### config.mk
export PLATFORM = sky130hd
export DESIGN_NAME = sample_window_writer
export DESIGN_NICKNAME = d
export VERILOG_FILES = /design/src/rtl/sample_window_writer.sv
export SDC_FILE = /design/constraint.sdc
export NUM_CORES = 1
export LEC_CHECK = 0
export ABC_AREA = 1
export CAP_MARGIN = 25
export CELL_PAD_IN_SITES_DETAIL_PLACEMENT = 1
export CELL_PAD_IN_SITES_GLOBAL_PLACEMENT = 1
export CORE_MARGIN = 2
export CORE_UTILIZATION = 35
export DETAILED_ROUTE_END_ITERATION = 10
export PLACE_DENSITY_LB_ADDON = 0.25
export SLEW_MARGIN = 20
export SYNTH_ARGS = -nofsm -noshare
export SYNTH_HDL_FRONTEND = slang
export SYNTH_SLANG_ARGS = --single-unit
export TNS_END_PERCENT = 50
### constraint.sdc
create_clock -name clk -period 2.7 [get_ports clk]
set_clock_uncertainty 0.1 [all_clocks]
set_input_delay 0.675 -clock clk [delete_from_list [all_inputs] [get_ports clk]]
set_output_delay 0.675 -clock clk [all_outputs]
set_load 0.02 [all_outputs]
### src/rtl/sample_window_writer.sv
// rtl/sample_window_writer.sv - circular sample-window write front end
//
// Purpose: accepts samples over a valid/ready handshake and emits registered
// write strobes into a circular buffer of DATADEPTH = 1 << DEPTHBITS entries.
// Once a full window has been written, every new write pulses window_valid
// and reports the address of the oldest sample in the window.
//
// Optional feature macro: SAMPLE_WINDOW_COUNT_EN adds a 16-bit sample_count
// output that counts accepted samples.
//
// Ports:
//   clk          - clock, rising edge
//   rst          - synchronous active-high reset
//   in_valid     - sample present on in_data
//   in_data      - sample value
//   in_ready     - writer can accept (combinational, !hold)
//   hold         - reader busy, stalls acceptance
//   wr_en        - registered memory write strobe
//   wr_addr      - registered write address
//   wr_data      - registered write data
//   window_valid - one-cycle pulse with a write that leaves the buffer full
//   sample_count - accepted sample counter (SAMPLE_WINDOW_COUNT_EN only)
//   oldest_addr  - address of the oldest sample in the current window

module sample_window_writer #(
    parameter int DATAWIDTH = 2,
    parameter int DEPTHBITS = 2
) (
    input  logic                 clk,
    input  logic                 rst,
    input  logic                 in_valid,
    input  logic [DATAWIDTH-1:0] in_data,
    output logic                 in_ready,
    input  logic                 hold,
    output logic                 wr_en,
    output logic [DEPTHBITS-1:0] wr_addr,
    output logic [DATAWIDTH-1:0] wr_data,
    output logic                 window_valid,
`ifdef SAMPLE_WINDOW_COUNT_EN
    output logic [15:0]          sample_count,
`endif
    output logic [DEPTHBITS-1:0] oldest_addr
);

    // Fill level that means "buffer holds a full window" (DATADEPTH).
    localparam logic [DEPTHBITS:0] FILL_FULL = {1'b1, {DEPTHBITS{1'b0}}};

    typedef enum logic {
        ST_FILL  = 1'b0,
        ST_SLIDE = 1'b1
    } state_e;

    state_e                 state_q, state_d;
    logic [DEPTHBITS-1:0]   wr_ptr_q, wr_ptr_d;
    logic [DEPTHBITS:0]     fill_q, fill_d;
    logic                   wr_en_q, wr_en_d;
    logic [DEPTHBITS-1:0]   wr_addr_q, wr_addr_d;
    logic [DATAWIDTH-1:0]   wr_data_q, wr_data_d;
    logic                   window_valid_q, window_valid_d;
    logic [DEPTHBITS-1:0]   oldest_addr_q, oldest_addr_d;
    logic                   accept;

    assign in_ready = !hold;
    // Reset wins over a same-cycle handshake.
    assign accept   = in_valid && in_ready && !rst;

    always_comb begin
        state_d        = state_q;
        wr_ptr_d       = wr_ptr_q;
        fill_d         = fill_q;
        wr_en_d        = 1'b0;
        wr_addr_d      = wr_addr_q;
        wr_data_d      = wr_data_q;
        window_valid_d = 1'b0;
        oldest_addr_d  = oldest_addr_q;

        if (accept) begin
            wr_en_d   = 1'b1;
            wr_addr_d = wr_ptr_q;
            wr_data_d = in_data;
            // Rolls over naturally at DATADEPTH; the writer never stalls on full.
            wr_ptr_d  = wr_ptr_q + 1'b1;

            case (state_q)
                ST_FILL: begin
                    fill_d = fill_q + 1'b1;
                    if (fill_d == FILL_FULL) begin
                        window_valid_d = 1'b1;
                        oldest_addr_d  = wr_ptr_q + 1'b1;
                        state_d        = ST_SLIDE;
                    end
                end
                ST_SLIDE: begin
                    // The slot just overwritten was the oldest; the next one is now oldest.
                    window_valid_d = 1'b1;
                    oldest_addr_d  = wr_ptr_q + 1'b1;
                end
                default: state_d = ST_FILL;
            endcase
        end
    end

    always_ff @(posedge clk) begin
        if (rst) begin
            state_q        <= ST_FILL;
            wr_ptr_q       <= '0;
            fill_q         <= '0;
            wr_en_q        <= 1'b0;
            wr_addr_q      <= '0;
            wr_data_q      <= '0;
            window_valid_q <= 1'b0;
            oldest_addr_q  <= '0;
        end else begin
            state_q        <= state_d;
            wr_ptr_q       <= wr_ptr_d;
            fill_q         <= fill_d;
            wr_en_q        <= wr_en_d;
            wr_addr_q      <= wr_addr_d;
            wr_data_q      <= wr_data_d;
            window_valid_q <= window_valid_d;
            oldest_addr_q  <= oldest_addr_d;
        end
    end

    assign wr_en        = wr_en_q;
    assign wr_addr      = wr_addr_q;
    assign wr_data      = wr_data_q;
    assign window_valid = window_valid_q;
    assign oldest_addr  = oldest_addr_q;

`ifdef SAMPLE_WINDOW_COUNT_EN
    logic [15:0] count_q;

    always_ff @(posedge clk) begin
        if (rst) begin
            count_q <= '0;
        end else if (accept) begin
            count_q <= count_q + 16'd1;
        end
    end

    assign sample_count = count_q;
`endif

endmodule

# == Yosys cells after proc, flatten, opt, wreduce, memory -nomap -nowiden ==
# Cells that the tools add are included.
# totals
latch_bits,0
out_inout_bits,9
ram_bits,0
in_bits,6
rom_bits,0
n_memories,0
register_bits,14
word_cells,27
# op_classes
order_cmp,0
n_mul,0
n_shift,0
addsub,2
bitwise_logic,2
n_div,0
reduce_logical,7
eq_ne,2
mux,6
# op_table
operator,n
2-bit case mux with 2 select lines,1
2-bit AND reduction,2
3-bit by 1-bit adder with 3-bit output (second input constant),1
3-bit equality test (second input constant),1
1-bit 2-to-1 mux,3
2-bit by 1-bit adder with 2-bit output (second input constant),1
1-bit logical AND,2
1-bit zero test,2
2-bit 2-to-1 mux,1
2-bit inequality test (second input constant),1
1-bit inverter,2
1-bit case mux with 2 select lines,1
2-bit OR reduction,1

# == Depth between registers and ports, before layout ==
# logic_depth
ltp_word,5
ltp_mapped,9
depth_no_buf,9

# == Worst setup path before layout ==
# No wires, ideal clock.
# synth_path
path_type,input port to output port
startpoint,input hold
endpoint,output in_ready
setup_slack_ns,1.059
stages,1
n_path_buf,0
arrival_ns,0.866
t_required_ns,1.925
cell_sequence,inv_1
# synth_via
elab_chain_len,1
# synth_rtl
item,line_no,source
start: declaration,34,"input logic hold,"
1-bit zero test,63,assign in_ready = !hold;
end: declaration,33,"output logic in_ready,"
# Every way passes these cells.

# == Worst setup path after layout ==
# Ends and elaborated chain as after synthesis.

==> out/qor.csv <==
stage;metric;value;unit
status;status;finished, final reports clean;
power_and_ir_drop;PwrDens;532;mW/mm^2
grt;largest net degree at the start of global routing;11;
clock_tree;hold-fix buffers at CTS;0;
yosys;count of cell types in the netlist;15;
yosys;Synth top area share;48.6;%
finish;Reg area;280;sq um
sta;unrepaired setup endpoints after global routing;no;
yosys;Yosys warning count;0;
finish;Antenna Diode Count;0;
setup_path;critical path class;in -> out;
routing;via count;503;
floorplan;die height;44.6;um
floorplan;num rows;14;
finish;share of layout cells above drive strength 1;14.1;%
placement;Final Wtd Congestion;0.684;
clock_tree;Max Buffers Root-to-Sink;2;
clock_tree;clk sinks;14;
placement;Final HPWL DP;916;um
yosys;mapped cell area;577;sq um
floorplan;DIE AREA;0.00199;sq mm
hold_path;HP Class;reg -> reg;
routing;drt wl/cell;11.1;um
finish;# nets final;101;
setup_path;CP Capture Type;primary output;
yosys;post-synthesis sequential area ratio;48.6;%
sta;Hold Vio Cnt, Final;0;
sta;fmax;399;MHz
finish;area of the multi-input gates;239;sq um
setup_path;Worst EP required;1.92;ns
yosys;Yosys reg bits;14;
grt;initial antenna violation count;0;
clock_tree;Skew-Pair Late Insertion Delay;0.29;ns
yosys;largest area contributor in the netlist;dfxtp_1;
sta;Max-slew headroom;85.2;%
clock_tree;CTS tree;yes;
setup_path;FF-to-FF setup slack;1.37;ns
power_and_ir_drop;VDD IR-drop max;0.284;mV
clock_tree;setup bufs post-CTS;0;
clock_tree;PostCTS Resize Cnt;0;
grt;grt ovf;0;
setup_path;Crit Path Max Fanout;2;
grt;global-route wire length before repair;1970;um
sta;Period minus WS final;2.51;ns
routing;mean number of vias per cell;4.66;
floorplan;Core Box Area;0.00152;sq mm
sta;final setup vio count;0;
yosys;Avg Cell Area, Syn;7.90;sq um
power_and_ir_drop;Pleak;0.353;nW
floorplan;DIE WIDTH;44.6;um
clock_tree;root buf cell;clkbuf_4;
job;Max-Cap Viols;0;
routing;DRT Wirelength;1200;um
grt;gr usage total;14.9;%
clock_tree;htree depth;1;
routing;Residual DRC;0;
yosys;largest cells by area after synthesis;dfxtp_1, nand2_1, inv_1;
finish;Fillers;184;
sta;Worst-Margin Slew;0.221;ns
yosys;post-synth net total;81;
floorplan;initial core utilization;37.8;%
sta;fin. max-slew vios;0;
floorplan;num ports;15;
setup_path;Arr. time, crit path;1.73;ns
sta;period utilisation layout;92.9;%
routing;drt initial violations;3;
finish;Syn-to-layout area delta;35.4;%
finish;Final Util;51.2;%
grt;vias in the first global route;444;
clock_tree;Reg clk slew, reported paths;0.08;ns
routing;1st-pass router iterations;3;
sta;Sum Neg Setup Slack;0;ns
setup_path;Startpoint Class;input port;
clock_tree;Inserted Clock Buffers;3;
routing;DRT antenna net count;0;
placement;Port Buf Inserts;14;
power_and_ir_drop;total power;415;uW
yosys;Syn Inst Count;73;
-- Yosys cell counts (all sizes together) --
| master | instances |
|---|---|
| nand2 | 19 |
| dfxtp | 14 |
| inv | 14 |
| nor2 | 7 |
| nand3 | 6 |
| a21oi | 5 |
| o21ai | 5 |
| ha | 2 |
| xnor2 | 1 |
-- metrics by stage --
stage | worst slack, ns | instances | hold slack [ns] | area (sq um)
2_1_floorplan | 1.06 | 73 | 0.349 | 577
3_3_place_gp | 0.198 | 104 | 0.356 | 744
3_5_place_dp | 0.186 | 104 | 0.364 | 744
4_1_cts | 0.179 | 108 | 0.379 | 781
5_1_grt | 0.165 | 108 | 0.405 | 781
6_report | 0.191 | 108 | 0.373 | 781
-- final timing paths --
check                          start                     endpoint  cells after the start
min reg2reg  wr_addr[0]$_SDFFE_PP0P_      wr_addr[0]$_SDFFE_PP0P_                      2
max                             hold                     in_ready                      3
min          wr_addr[0]$_SDFFE_PP0P_      wr_addr[0]$_SDFFE_PP0P_                      2
max reg2reg   fill_q[0]$_SDFFE_PP0P_  oldest_addr[1]$_SDFFE_PP0P_                      9
-- critical path, stage by stage --
cell,delay (ns)
clkdlybuf4s50_1,0.40
inv_1,0.07
clkdlybuf4s50_1,0.59
-- cell type report --
| cell class | instances | area share [%] |
|---|---|---|
| Inverter | 14 | 7.37 |
| Clock buffer | 4 | 4.65 |
| Tap cell | 16 | 2.56 |
| Timing Repair Buffer | 15 | 18.9 |
| Multi-Input combinational cell | 45 | 30.6 |
| Sequential cell | 14 | 35.9 |
-- registers in the layout, indices dropped and copies added (netlist names) --
name          flops
fill_q            3
oldest_addr       2
wr_addr           2
wr_data           2
wr_ptr_q          2
state_q           1
window_valid      1
wr_en             1
-- power by group --
| group | total (mW) | leakage, nW | internal [mW] | switching, mW |
|---|---|---|---|---|
| clock network | 0.154 | 0.0210 | 0.0823 | 0.0718 |
| registers | 0.217 | 0.114 | 0.213 | 0.00431 |
| logic | 0.0439 | 0.218 | 0.0209 | 0.0230 |
-- logic make-up (layout without fill, tap and decap cells) --
kind of cell / after synthesis / count (layout) / synth area share [%]
XOR/XNOR: 1 / 1 / 1.52
flip-flops: 14 / 14 / 48.6
AO/OA/AOI/OAI: 10 / 10 / 8.68
AND/OR/NAND/NOR: 32 / 32 / 26.9
buffers and inverters: 14 / 33 / 9.98
adder cells (fa/ha/maj): 2 / 2 / 4.34
-- cell usage in the layout (no fill, tap or decap) --
cell and count:
a21oi_1 5, buf_4 1, clkbuf_4 3, clkbuf_8 1
clkdlybuf4s50_1 14, dfxtp_1 14, ha_1 2, inv_1 11
inv_2 1, inv_4 2, nand2_1 17, nand2_2 2
nand3_1 5, nand3_4 1, nor2_1 5, nor2_2 1
nor2_4 1, o21ai_0 5, xnor2_1 1
-- layer usage --
metal / global-route usage (%) / share of wire [%] / vias to the layer above
met5: 0 / 0 / -
met4: 10.9 / 2.4 / 0
met3: 6.12 / 6.4 / 3
met2: 23.2 / 45 / 16
met1: 16.1 / 46 / 220
li1: - / - / 264
(Power assumes the default switching activity.)
